--- src/rtl/mdu_pkg.sv ---
// mdu_pkg: shared definitions for the multiply/divide sequencer.
//   - operation encodings (funct[1:0] of MULT/MULTU/DIV/DIVU)
//   - sequencer state enum
//   - iteration count and fixed latencies (acceptance edge to done)
//   - small helpers that decode the operation
package mdu_pkg;

  localparam int MDU_ITERS        = 32;
  localparam int MDU_CNT_W        = $clog2(MDU_ITERS);
  localparam int MDU_LAT_UNSIGNED = 32;
  localparam int MDU_LAT_SIGNED   = 36;

  typedef enum logic [1:0] {
    MDU_MULT  = 2'b00,
    MDU_MULTU = 2'b01,
    MDU_DIV   = 2'b10,
    MDU_DIVU  = 2'b11
  } mdu_op_e;

  typedef enum logic [2:0] {
    ST_IDLE   = 3'd0,
    ST_ABS_A  = 3'd1,
    ST_ABS_B  = 3'd2,
    ST_ITER   = 3'd3,
    ST_FIX_LO = 3'd4,
    ST_FIX_HI = 3'd5,
    ST_DONE   = 3'd6
  } mdu_state_e;

  function automatic logic op_is_div(input mdu_op_e op);
    return op[1];
  endfunction

  // MULT and DIV (funct[0]==0) are the signed variants.
  function automatic logic op_is_signed(input mdu_op_e op);
    return ~op[0];
  endfunction

endpackage

--- src/rtl/mdu_adder_mux.sv ---
// mdu_adder_mux: selects the operands of the shared external adder from the
// sequencer state. Purely combinational; drives zero whenever no adder
// result is consumed so the shared adder sees quiet inputs.
// Ports:
//   state      current sequencer state
//   is_div     latched operation is DIV/DIVU
//   hi, lo, m  HI, LO and operand register M
//   fix_lo_en  LO needs two's-complement negation in FIX_LO
//   fix_hi_en  HI needs negation in FIX_HI
//   fix_carry  carry saved from the LO negation (multiply only)
//   add_a/b/c  adder operand A, operand B, carry-in
module mdu_adder_mux
  import mdu_pkg::*;
#(
  parameter int XLEN = 32
) (
  input  mdu_state_e        state,
  input  logic              is_div,
  input  logic [XLEN-1:0]   hi,
  input  logic [XLEN-1:0]   lo,
  input  logic [XLEN-1:0]   m,
  input  logic              fix_lo_en,
  input  logic              fix_hi_en,
  input  logic              fix_carry,
  output logic [XLEN-1:0]   add_a,
  output logic [XLEN-1:0]   add_b,
  output logic              add_c
);

  always_comb begin
    add_a = '0;
    add_b = '0;
    add_c = 1'b0;
    case (state)
      // LO still holds the raw dividend/multiplicand here, so its MSB is A's sign.
      ST_ABS_A: begin
        if (lo[XLEN-1]) begin
          add_a = ~lo;
          add_c = 1'b1;
        end
      end
      ST_ABS_B: begin
        if (m[XLEN-1]) begin
          add_a = ~m;
          add_c = 1'b1;
        end
      end
      ST_ITER: begin
        if (is_div) begin
          // Trial subtract of M from the partial remainder shifted left by one.
          add_a = {hi[XLEN-2:0], lo[XLEN-1]};
          add_b = ~m;
          add_c = 1'b1;
        end else if (lo[0]) begin
          add_a = hi;
          add_b = m;
        end
      end
      ST_FIX_LO: begin
        if (fix_lo_en) begin
          add_a = ~lo;
          add_c = 1'b1;
        end
      end
      ST_FIX_HI: begin
        if (fix_hi_en) begin
          // 64-bit product negation carries from LO into HI; the remainder
          // is negated on its own.
          add_a = ~hi;
          add_c = is_div ? 1'b1 : fix_carry;
        end
      end
      default: ;
    endcase
  end

endmodule

--- src/rtl/mul_div_sequencer.sv ---
// mul_div_sequencer: multi-cycle MIPS32 MULT/MULTU/DIV/DIVU unit that reuses
// one external 32-bit adder, one adder pass per cycle (shift-add multiply,
// restoring divide). Results are held in the HI/LO registers.
// Ports:
//   clk_in, rst_in       clock (rising edge), async active-high reset
//   start_in, op_in      start request and operation (funct[1:0])
//   A_in, B_in           operands, sampled on the acceptance edge
//   busy_out, done_out   busy in all working states; done is a one-cycle pulse
//   div0_out             last accepted op was a divide by zero
//   HI_out, LO_out       architectural HI/LO
//   add_A/B/C_out        shared adder operands and carry-in
//   add_S_in, add_C_in   shared adder sum and carry-out
//   state_dbg_out        current sequencer state
//
// Handshake: start_in is accepted on a rising edge only while the unit is in
// IDLE or DONE; A_in/B_in/op_in are sampled on that same edge. While busy_out
// is high start_in is ignored entirely. done_out is high for exactly the one
// DONE cycle; holding start_in through DONE re-accepts on the DONE edge with
// no IDLE cycle in between. Latency is fixed: 32 cycles unsigned, 36 signed.
module mul_div_sequencer
  import mdu_pkg::*;
#(
  parameter int XLEN = 32  // only 32 is supported
) (
  input  logic              clk_in,
  input  logic              rst_in,
  input  logic              start_in,
  input  logic [1:0]        op_in,
  input  logic [XLEN-1:0]   A_in,
  input  logic [XLEN-1:0]   B_in,
  output logic              busy_out,
  output logic              done_out,
  output logic              div0_out,
  output logic [XLEN-1:0]   HI_out,
  output logic [XLEN-1:0]   LO_out,
  output logic [XLEN-1:0]   add_A_out,
  output logic [XLEN-1:0]   add_B_out,
  output logic              add_C_out,
  input  logic [XLEN-1:0]   add_S_in,
  input  logic              add_C_in,
  output mdu_state_e        state_dbg_out
);

  mdu_state_e           state, state_nxt;
  mdu_op_e              op_q;
  logic [XLEN-1:0]      hi_q, lo_q, m_q;
  logic                 s_a_q, s_b_q, fix_carry_q, div0_q;
  logic [MDU_CNT_W-1:0] cnt_q;

  logic       accept;
  logic       is_div, is_signed;
  logic       iter_last;
  logic       fix_lo_en, fix_hi_en;
  logic       div_t, div_take;
  mdu_state_e start_state;

  assign is_div    = op_is_div(op_q);
  assign is_signed = op_is_signed(op_q);
  assign iter_last = (cnt_q == MDU_CNT_W'(MDU_ITERS - 1));

  // Quotient takes the sign of A^B; remainder takes the dividend's sign.
  assign fix_lo_en = s_a_q ^ s_b_q;
  assign fix_hi_en = is_div ? s_a_q : (s_a_q ^ s_b_q);

  // Restoring-divide decision: subtract when the shifted-out bit is set
  // (partial remainder >= 2^32 > M) or the trial subtract did not borrow.
  assign div_t    = hi_q[XLEN-1];
  assign div_take = div_t | add_C_in;

  assign start_state = op_is_signed(mdu_op_e'(op_in)) ? ST_ABS_A : ST_ITER;

  // ---------------------------------------------------------------------
  // FSM: state register and next-state logic
  // ---------------------------------------------------------------------
  always_ff @(posedge clk_in or posedge rst_in) begin
    if (rst_in) state <= ST_IDLE;
    else        state <= state_nxt;
  end

  always_comb begin
    accept    = start_in && ((state == ST_IDLE) || (state == ST_DONE));
    state_nxt = state;
    case (state)
      ST_IDLE:   if (accept) state_nxt = start_state;
      ST_ABS_A:  state_nxt = ST_ABS_B;
      ST_ABS_B:  state_nxt = ST_ITER;
      ST_ITER:   if (iter_last) state_nxt = is_signed ? ST_FIX_LO : ST_DONE;
      ST_FIX_LO: state_nxt = ST_FIX_HI;
      ST_FIX_HI: state_nxt = ST_DONE;
      ST_DONE:   state_nxt = accept ? start_state : ST_IDLE;
      default:   state_nxt = ST_IDLE;
    endcase
  end

  // ---------------------------------------------------------------------
  // Datapath registers
  // ---------------------------------------------------------------------
  always_ff @(posedge clk_in or posedge rst_in) begin
    if (rst_in) begin
      op_q        <= MDU_MULT;
      hi_q        <= '0;
      lo_q        <= '0;
      m_q         <= '0;
      s_a_q       <= 1'b0;
      s_b_q       <= 1'b0;
      fix_carry_q <= 1'b0;
      div0_q      <= 1'b0;
      cnt_q       <= '0;
    end else begin
      case (state)
        ST_IDLE, ST_DONE: begin
          if (accept) begin
            op_q        <= mdu_op_e'(op_in);
            hi_q        <= '0;
            lo_q        <= A_in;
            m_q         <= B_in;
            s_a_q       <= 1'b0;
            s_b_q       <= 1'b0;
            fix_carry_q <= 1'b0;
            div0_q      <= op_in[1] && (B_in == '0);
            cnt_q       <= '0;
          end
        end
        ST_ABS_A: begin
          s_a_q <= lo_q[XLEN-1];
          if (lo_q[XLEN-1]) lo_q <= add_S_in;
        end
        ST_ABS_B: begin
          s_b_q <= m_q[XLEN-1];
          if (m_q[XLEN-1]) m_q <= add_S_in;
        end
        ST_ITER: begin
          cnt_q <= cnt_q + MDU_CNT_W'(1);
          if (is_div) begin
            hi_q <= div_take ? add_S_in : {hi_q[XLEN-2:0], lo_q[XLEN-1]};
            lo_q <= {lo_q[XLEN-2:0], div_take};
          end else if (lo_q[0]) begin
            hi_q <= {add_C_in, add_S_in[XLEN-1:1]};
            lo_q <= {add_S_in[0], lo_q[XLEN-1:1]};
          end else begin
            hi_q <= {1'b0, hi_q[XLEN-1:1]};
            lo_q <= {hi_q[0], lo_q[XLEN-1:1]};
          end
        end
        ST_FIX_LO: begin
          if (fix_lo_en) begin
            lo_q <= add_S_in;
            if (!is_div) fix_carry_q <= add_C_in;
          end
        end
        ST_FIX_HI: begin
          if (fix_hi_en) hi_q <= add_S_in;
        end
        default: ;
      endcase
    end
  end

  mdu_adder_mux #(
    .XLEN (XLEN)
  ) u_adder_mux (
    .state     (state),
    .is_div    (is_div),
    .hi        (hi_q),
    .lo        (lo_q),
    .m         (m_q),
    .fix_lo_en (fix_lo_en),
    .fix_hi_en (fix_hi_en),
    .fix_carry (fix_carry_q),
    .add_a     (add_A_out),
    .add_b     (add_B_out),
    .add_c     (add_C_out)
  );

  assign busy_out      = (state != ST_IDLE) && (state != ST_DONE);
  assign done_out      = (state == ST_DONE);
  assign div0_out      = div0_q;
  assign HI_out        = hi_q;
  assign LO_out        = lo_q;
  assign state_dbg_out = state;

endmodule

--- config.mk ---
export PLATFORM = sky130hd
export DESIGN_NAME = mul_div_sequencer
export DESIGN_NICKNAME = d
export VERILOG_FILES = /design/src/rtl/mdu_pkg.sv /design/src/rtl/mdu_adder_mux.sv /design/src/rtl/mul_div_sequencer.sv
export SDC_FILE = /design/constraint.sdc
export NUM_CORES = 1
export LEC_CHECK = 0
export CAP_MARGIN = 30
export CORE_MARGIN = 5
export CORE_UTILIZATION = 50
export CTS_BUF_LIST = sky130_fd_sc_hd__clkbuf_4 sky130_fd_sc_hd__clkbuf_8 sky130_fd_sc_hd__clkbuf_16
export DETAILED_ROUTE_END_ITERATION = 16
export GPL_TIMING_DRIVEN = 0
export PLACE_DENSITY_LB_ADDON = 0.12
export SLEW_MARGIN = 0
export SYNTH_ARGS = -nofsm -noshare
export SYNTH_HDL_FRONTEND = slang
export SYNTH_SLANG_ARGS = --single-unit
--- constraint.sdc ---
create_clock -name clk_in -period 5.3 [get_ports clk_in]
set_input_delay 1.59 -clock clk_in [delete_from_list [all_inputs] [get_ports clk_in]]
set_output_delay 1.59 -clock clk_in [all_outputs]
set_load 0.01 [all_outputs]
=== Word level (Yosys, flattened, before mapping) ===
Index checks and enable logic that the tools add are counted.

* Register bits after elaboration: 110
* Output and inout bits: 135
* Input bits: 102
* Word-level logic and storage cells: 105

* Eq/ne operators: 16
* Mux-type cells: 47
* Add/sub/neg operators: 1
* Bitwise gates (word level): 5
* Reduce and logical (&&, ||, !) cells: 24

{| class="wikitable"
|+ Operator list
! cell !! number
|-
| $mux W32 || 21
|-
| $pmux W32 S5 || 1
|-
| $pmux W32 S4 || 1
|-
| $not A32 Y32 || 3
|-
| $pmux W32 S3 || 1
|-
| $pmux W32 S2 || 1
|-
| $logic_not A32 Y1 || 1
|-
| $pmux W3 S7 || 1
|-
| $ne A2 B2 Y1 const B || 8
|-
| $mux W1 || 10
|-
| $pmux W5 S2 || 1
|-
| $reduce_and A2 Y1 || 5
|-
| $eq A3 B3 Y1 const B || 3
|-
| $reduce_and A3 Y1 || 3
|-
| $reduce_and A4 Y1 || 2
|-
| $reduce_bool A2 Y1 || 4
|-
| $eq A3 B2 Y1 const B || 2
|-
| $mux W2 || 3
|-
| $mux W3 || 2
|-
| $pmux W1 S2 || 3
|-
| $reduce_bool A3 Y1 || 2
|-
| $add A5 B1 Y5 const B || 1
|-
| $eq A5 B5 Y1 const B || 1
|-
| $mux W5 || 1
|-
| other kinds (10) || 12
|}

=== Depth between registers and ports, before layout ===
Gate-level depths: netlist of the first run.

* Word-level depth: 5
* Gate-level depth with buffers: 8
* Mapped depth without buffers: 5

=== By module ===
A second synthesis of the first run with hierarchy kept.

* Cells, all modules: 980
* Area total of the unflattened synthesis: 8863.5 µm²

{| class="wikitable"
|+ Modules (own cells, without submodules)
! module !! sequential area each (µm²) !! instances !! area each (µm²) !! cells each
|-
| mul_div_sequencer || 2752.6 || 1 || 7328.3 || 772
|-
| mdu_adder_mux || 0.0 || 1 || 1535.2 || 208
|}

=== Worst setup path before layout of the first run ===
Ideal clock, no wire load.

* Kind: reg-to-output
* Start: register state[2], in the netlist state_dbg_out[2]
* End: output add_C_out
* Cell stages (with the launch flop): 8
* Buffers on the path: 4
* Slack: 1.967 ns
* Data arrival time: 1.743 ns
* Data required time: 3.710 ns
* Cell sequence: dfrtp_1 > buf_4 > and3b_1 > buf_2 > clkbuf_1 > clkbuf_1 > a21oi_1 > o211ai_1

* Cells in the longest elaborated chain, start to end: 2
* Elaborated cells on any way between the ends: 6
* Those cells by class: eq/ne: 5; mux: 1

{| class="wikitable"
|+ RTL lines
! item !! line !! text
|-
| start: declaration || mul_div_sequencer.sv:44 || <nowiki>mdu_state_e state, state_nxt;</nowiki>
|-
| start signal: assignment || mul_div_sequencer.sv:77 || <nowiki>else state <= state_nxt;</nowiki>
|-
| $eq A3 B3 Y1, or another cell as far along || mdu_adder_mux.sv:34 || <nowiki>case (state)</nowiki>
|-
| $pmux W1 S5 (*) || mdu_adder_mux.sv:34 ||
|-
| end: declaration || mul_div_sequencer.sv:38 || <nowiki>output logic add_C_out,</nowiki>
|}

Every way passes the cells marked *; elsewhere a longest branch is shown, timed or not.

=== Worst setup path after layout of the first run ===
* Start: register op_q[1]
* End: output add_A_out[29]

* Cells in the longest elaborated chain, start to end: 3
* Elaborated cells on any way between the ends: 4
* Those cells by class: mux: 4

{| class="wikitable"
|+ RTL lines
! item !! line !! text
|-
| start: declaration || mul_div_sequencer.sv:45 || <nowiki>mdu_op_e op_q;</nowiki>
|-
| start signal: assignment || mul_div_sequencer.sv:113 || <nowiki>op_q <= mdu_op_e'(op_in);</nowiki>
|-
| $mux W1 || mul_div_sequencer.sv:63 || <nowiki>assign fix_hi_en = is_div ? s_a_q : (s_a_q ^ s_b_q);</nowiki>
|-
| $mux W32 || mdu_adder_mux.sv:66 || <nowiki>if (fix_hi_en) begin</nowiki>
|-
| $pmux W32 S5 (*) || mdu_adder_mux.sv:34 ||
|-
| end: declaration || mul_div_sequencer.sv:36 || <nowiki>output logic [XLEN-1:0] add_A_out,</nowiki>
|}

Marks and branches as above.

==> key figures, run 1 <==
Yosys
  – EDFF count, synth: 0
  – Post-synth cell types: between 50 and 60
  – Syn. warnings: 0
  – Seq cells post-synth: 110
  – Post-synth ARST share: 1.00
  – Syn Area/Cell: 8.34 µm²
  – Synth Instances: 1057
  – Seq/Total Area, Yosys: 0.312
  – Area of the mapped netlist: 0.00882 mm²
  – Synth Flop Type: dfrtp_1
  – Post-synthesis net count: 1161

Clock network
  – Postcts setup bufs: 0
  – Sink Count: 110
  – Cells resized by post-CTS repair: 0
  – CTS tree: done
  – Cts hold-fix bufs: 0
  – CTS Buf Count: 9
  – Clk_lat worst skew: 0.36 ns
  – Worst-path clk slew: 0.08 ns
  – H-tree Lvls: 3
  – Buffer depth of the longest clock path: 2
  – Root buf cell: clkbuf_16

Outcome
  – Status: complete, no violations

Floorplan
  – Area of the die: 0.0204 mm²
  – Initial core utilization: 0.510
  – Horiz. Die Dim: 143 µm
  – Die H: 143 µm
  – I/O pin cnt: about 240
  – Std cell rows: between 40 and 50
  – Core Area: ~0.017 mm²

Worst setup path
  – CP startpoint kind: flip-flop
  – Crit path required time: about 3.7 ns
  – Crit path kind: flip-flop to output pin
  – Cells on worst reg2reg path: 7
  – Worst EP arrival: around 3.3 ns
  – Worst setup EP type: output pin
  – CP max FO: 10

Routing
  – Initial DRC count: 1198
  – DR WL/cell: 24.7 µm
  – Vias: just over 10000
  – Final wirelength: 38000 µm
  – Drt pass-1 iters: 7
  – Vias per cell: 6.57
  – DRC viols: 0
  – Remaining antenna violation count: 0

Power and ir drop
  – Worst VDD drop: 0.000374 V
  – Lkg Pwr: 0.00497 µW
  – Pwr dens: 724 mW/mm²
  – Final Total Pwr: roughly 8500 µW

Placed design
  – Number of port buffers: 235
  – DP HPWL: 29200 µm
  – Placed instance area: 0.0115 mm²
  – Pre-CTS setup slack: ~0.87 ns
  – Gp weighted congestion: 0.992

STA
  – Final setup viols: 0
  – Slew Limit Fails: 0
  – Fin Hold WS: just over 0.5 ns
  – RSZ-0062 raised after global routing: false
  – Tmin final: a little under 5 ns
  – Hold Violations, Final: 0
  – Period utilization: 0.926
  – Min setup slack post-route: 0.393 ns
  – Skew final: 0.0116 ns
  – Final setup TNS: 0 ns
  – Max_slew headroom: 0.466
  – Worst slew pin tran: 0.801 ns
  – Max Fclk: 204 MHz

Global route
  – GR Overflow Total: 0
  – Vias in the first global route: 9741
  – First-pass GRT wire length: approximately 57000 µm
  – Met1 usage: 0.499
  – M2 GR Usage: 0.557
  – GR peak layer: met2
  – GR Util met3: 0.105
  – GRT Util Overall: 0.364
  – Largest net degree at the start of global routing: 90
  – Initial antenna violation count: 0

Layout
  – Post-layout net count: 1408
  – Area grow syn2layout: 33.4%
  – # diodes: 0
  – Commonest non-fill, non-tap cell in the layout: clkdlybuf4s50_1
  – Fraction of layout instances using a drive strength above 1: 0.0963
  – Commonest non-fill, non-tap cells in the layout: 235 x clkdlybuf4s50_1, 147 x nand2_1, 110 x dfrtp_1, 85 x clkbuf_1, 81 x mux2i_1
  – Post-Layout Inst Area: 0.0118 mm²

Hold path
  – Depth of the worst hold-timing path: 1
  – Worst Hold Class: flip-flop to flip-flop

Run
  – Max-Cap Viols: 0
## power breakdown
part / internal (µW) / switching (µW)
Sequential: 1270 / 657
Clock: 349 / 341
Combinational: 2980 / 2930
Total: 4590 / 3930
## sequential cells by signal, indices dropped and copies added (netlist names)
register and cells:
cnt_q 5, s_a_q 1, div0_out 1, LO_out 32
s_b_q 1, m_q 32, op_q 2, HI_out 32
fix_carry_q 1, state_dbg_out 3
## cells in the mapped netlist, types with 30 or more instances
library cell  instances  share of area
clkbuf_1             85          0.036
a31oi_1              33          0.023
nor2_1               62          0.026
o21ai_0              53          0.030
mux2_2               74          0.095
nand2_1             147          0.063
o211ai_1             35          0.030
a22oi_1              61          0.052
o221ai_1             32          0.032
a21oi_1              52          0.030
nor3_1               33          0.019
inv_1                30          0.013
dfrtp_1             110           0.31
mux2i_1              81          0.092
## per-layer routing
| metal | part of all wire | vias up |
|---|---|---|
| met5 | 0 | - |
| met3 | 0.14 | 85 |
| met2 | 0.44 | 735 |
| li1 | - | 4454 |
| met1 | 0.39 | 4811 |
| met4 | 0.026 | 0 |
## per-stage QoR
step / instances / util
2_1_floorplan: 1057 / -
3_3_place_gp: 1517 / 0.662
3_5_place_dp: 1518 / 0.664
4_1_cts: 1534 / 0.680
5_1_grt: 1534 / 0.680
6_report: 1534 / 0.680
## logic make-up after synthesis
group	count (synthesis)	synth area share
multiplexers	163	0.200
buffers and inverters	152	0.0712
AO/OA/AOI/OAI	353	0.277
AND/OR/NAND/NOR	273	0.132
adder cells (fa/ha/maj)	2	0.00284
flip-flops	110	0.312
XOR/XNOR	4	0.00397
## cell type report
type,count,area (µm²)
timing repair buffer,236,2380
sequential,110,2750
fill,1519,5530
buffer,120,508
clock buffer,13,262
tap,225,282
clock inverter,3,20.0
multi-input combinational,795,5440
inverter,32,125
## critical path, cell delays in order (launching register included)
cell and delay (ns):
dfrtp_1 0.32, buf_2 0.29, buf_1 0.50, clkbuf_1 0.67
a22oi_1 0.23, o22a_1 0.26, o221ai_1 0.10, clkdlybuf4s50_1 0.58
## final timing paths
kind / from / endpoint / slack [ns]
max in group asynchronous: rst_in / LO_out[2] / 2.99
hold / removal: cnt_q[2] / cnt_q[2] / 0.52
setup reg to reg: state_dbg_out[0] / LO_out[0] / 2.83
min in group asynchronous: rst_in / HI_out[25] / 1.56
hold reg to reg: cnt_q[2] / cnt_q[2] / 0.52
setup / recovery: op_q[1] / add_A_out[29] / 0.39
No activity file was read; power rests on OpenSTA's default activity.
==> run 2: changes to the inputs <==
HOLD_SLACK_MARGIN = 0.02   (was not set)
==> results of run 2 <==
Same layout as run 1: the final DEF is identical, and so are final timing and power.
==> run 3: changes to the inputs <==
PLACE_DENSITY = 0.88   (was not set)
PLACE_DENSITY_LB_ADDON = not set   (was 0.12)
==> run 3 against run 2 <==
Effect of this change:
- power increased by 1.2%
- count of clock-buffer cells in the layout down 1
- maximum frequency shrank 1.8%
- combinational power grew 1%
- routed wire length grew 1.3%
- first-iteration DRC count grew 26%
- clock power up 1%
- sequential share of layout area about the same
- sequential cell count did not move
- via count grew 1.7%
- final area about the same
- clock skew fell by 0.0027 ns
==> key figures, run 3 (same netlist as run 1, synthesis figures left out) <==
Worst setup path
  – Worst r2r src: state_dbg_out[0]
  – CP Launch Point: state_dbg_out[2]
  – Worst r2r dst: LO_out[3]
  – Crit path to: add_C_out
  – Worst EP arrival: 3.41 ns
  – Worst reg-to-reg setup slack: 2.78 ns
  – Cells on worst reg2reg path: 7
  – Crit path required time: 3.71 ns
  – CP startpoint kind: flip-flop
  – Worst setup EP type: output pin
  – CP max FO: 10
  – Crit path kind: flip-flop to output pin

Placed design
  – Number of port buffers: between 200 and 250
  – DP HPWL: approximately 30000 µm
  – Gp weighted congestion: 0.995

Layout
  – Area grow syn2layout: 33.5%
  – Commonest non-fill, non-tap cell in the layout: clkdlybuf4s50_1
  – Fraction of layout instances using a drive strength above 1: 0.0949
  – Multi-input gate area: about 0.0054 mm²
  – Fillers: 1454
  – FF/Latch Area: 0.00275 mm²
  – Post-layout net count: 1408
  – Commonest non-fill, non-tap cells in the layout: 235 x clkdlybuf4s50_1, 147 x nand2_1, 110 x dfrtp_1, 85 x clkbuf_1, 81 x mux2i_1

STA
  – Final setup TNS: 0 ns
  – Max_slew headroom: 0.447
  – Slew Limit Fails: 0
  – Tmin final: around 5.0 ns
  – Skew final: 0.00889 ns
  – Final setup viols: 0
  – Worst slew pin tran: around 0.83 ns
  – Hold Violations, Final: 0
  – Max Fclk: around 200 MHz
  – Period utilization: 0.943
  – RSZ-0062 raised after global routing: false

Floorplan
  – I/O pin cnt: 237
  – Horiz. Die Dim: 143 µm
  – Std cell rows: 48
  – Core Area: 0.0173 mm²
  – Die H: ~140 µm
  – Initial core utilization: 0.510
  – Area of the die: between 0.02 and 0.025 mm²

Clock network
  – H-tree Lvls: 3
  – Worst-path clk slew: 0.07 ns
  – Root buf cell: clkbuf_16
  – CTS Buf Count: 9
  – Cells resized by post-CTS repair: 0
  – Clk_lat worst skew: 0.36 ns
  – CTS tree: done
  – Sink Count: 110
  – Buffer depth of the longest clock path: 2
  – Cts hold-fix bufs: 0
  – Postcts setup bufs: 0

Global route
  – Met1 usage: 0.484
  – GR peak layer: met2
  – Largest net degree at the start of global routing: 59
  – GRT Util Overall: 0.365
  – First-pass GRT wire length: 57800 µm
  – Vias in the first global route: 9816
  – GR Overflow Total: 0
  – Initial antenna violation count: 1
  – GR Util met3: 0.122
  – M2 GR Usage: 0.560

Power and ir drop
  – Pwr dens: approximately 730 mW/mm²
  – Part of the power in registers: 0.225
  – Gate power share: 0.694
  – Switching Fraction: 0.464
  – Final Total Pwr: 8620 µW
  – Internal: 4620 µW
  – Worst VDD drop: about 0.00042 V
  – Clock power frac: 0.081
  – Lkg Pwr: 0.00497 µW
  – NetSw: 3990 µW

Run
  – Max-Cap Viols: 0

Routing
  – Drt pass-1 iters: 6
  – Vias: 10300
  – DRC viols: 0
  – Final wirelength: 38500 µm
  – Initial DRC count: 1511
  – Remaining antenna violation count: 0
  – DR WL/cell: roughly 25 µm
  – Vias per cell: approximately 6.7

Hold path
  – Depth of the worst hold-timing path: 1
  – Worst Hold Class: flip-flop to flip-flop

Outcome
  – Status: complete, no violations
run 3: changes by cell type in the layout (fill, tap and decap cells not counted):
cell / change
inv_4: +1
bufinv_16: +1
diode_2: +1
clkbuf_8: -1
inv_6: -1
clkinvlp_4: -2
run 3: worst max-delay path: stages (launching register included):
cell and delay (ns):
dfrtp_1 0.40, buf_4 0.18, and3b_1 0.20, buf_2 0.24, clkbuf_1 0.45, clkbuf_1 0.56, a21oi_1 0.12, o211ai_1 0.29
clkdlybuf4s50_1 0.60
run 3: per-layer routing:
metal	share of wire	wire length [µm]
met5	0.00034	13
met4	0.035	1340
met3	0.15	5740
met2	0.44	17100
met1	0.37	14300
run 3: power by group through the flow:
stage | Sequential [µW] | Combinational (µW) | Clock [µW]
2_1_floorplan | 1760 | 3400 | 0
3_3_place_gp | 1880 | 5730 | 0
3_5_place_dp | 1890 | 5870 | 0
4_1_cts | 1880 | 5900 | 694
5_1_grt | 1960 | 6390 | 725
6_report | 1940 | 5980 | 700
run 3: stage by stage:
| step | cell area, µm² | instances | hold WS [ns] | utilization | setup slack, ns |
|---|---|---|---|---|---|
| 6_report | 11800 | 1533 | 0.496 | 0.680 | 0.303 |
| 5_1_grt | 11800 | 1532 | 0.522 | 0.680 | 0.240 |
| 4_1_cts | 11800 | 1532 | 0.494 | 0.680 | 0.418 |
| 3_5_place_dp | 11500 | 1518 | 0.485 | 0.664 | 0.779 |
| 3_3_place_gp | 11400 | 1517 | 0.480 | 0.662 | -0.941 |
| 2_1_floorplan | 8820 | 1057 | 0.465 | - | 0.808 |
run 3: layout make-up:
class | count | area share
antenna | 1 | 0.000213
buffer | 120 | 0.0432
clock buffer | 12 | 0.0211
clock inverter | 2 | 0.00298
inverter | 32 | 0.0104
multi-input combinational | 795 | 0.462
sequential | 110 | 0.234
tap | 225 | 0.0239
timing repair buffer | 236 | 0.202
run 3: worst min-delay path by stage:
stage | end | from | slack (ns)
2_1_floorplan | cnt_q[2] | cnt_q[2] | 0.46
3_3_place_gp | cnt_q[2] | cnt_q[2] | 0.48
3_5_place_dp | cnt_q[2] | cnt_q[2] | 0.48
4_1_cts | cnt_q[2] | cnt_q[2] | 0.49
5_1_grt | cnt_q[2] | cnt_q[2] | 0.52
6_report | cnt_q[2] | cnt_q[2] | 0.50
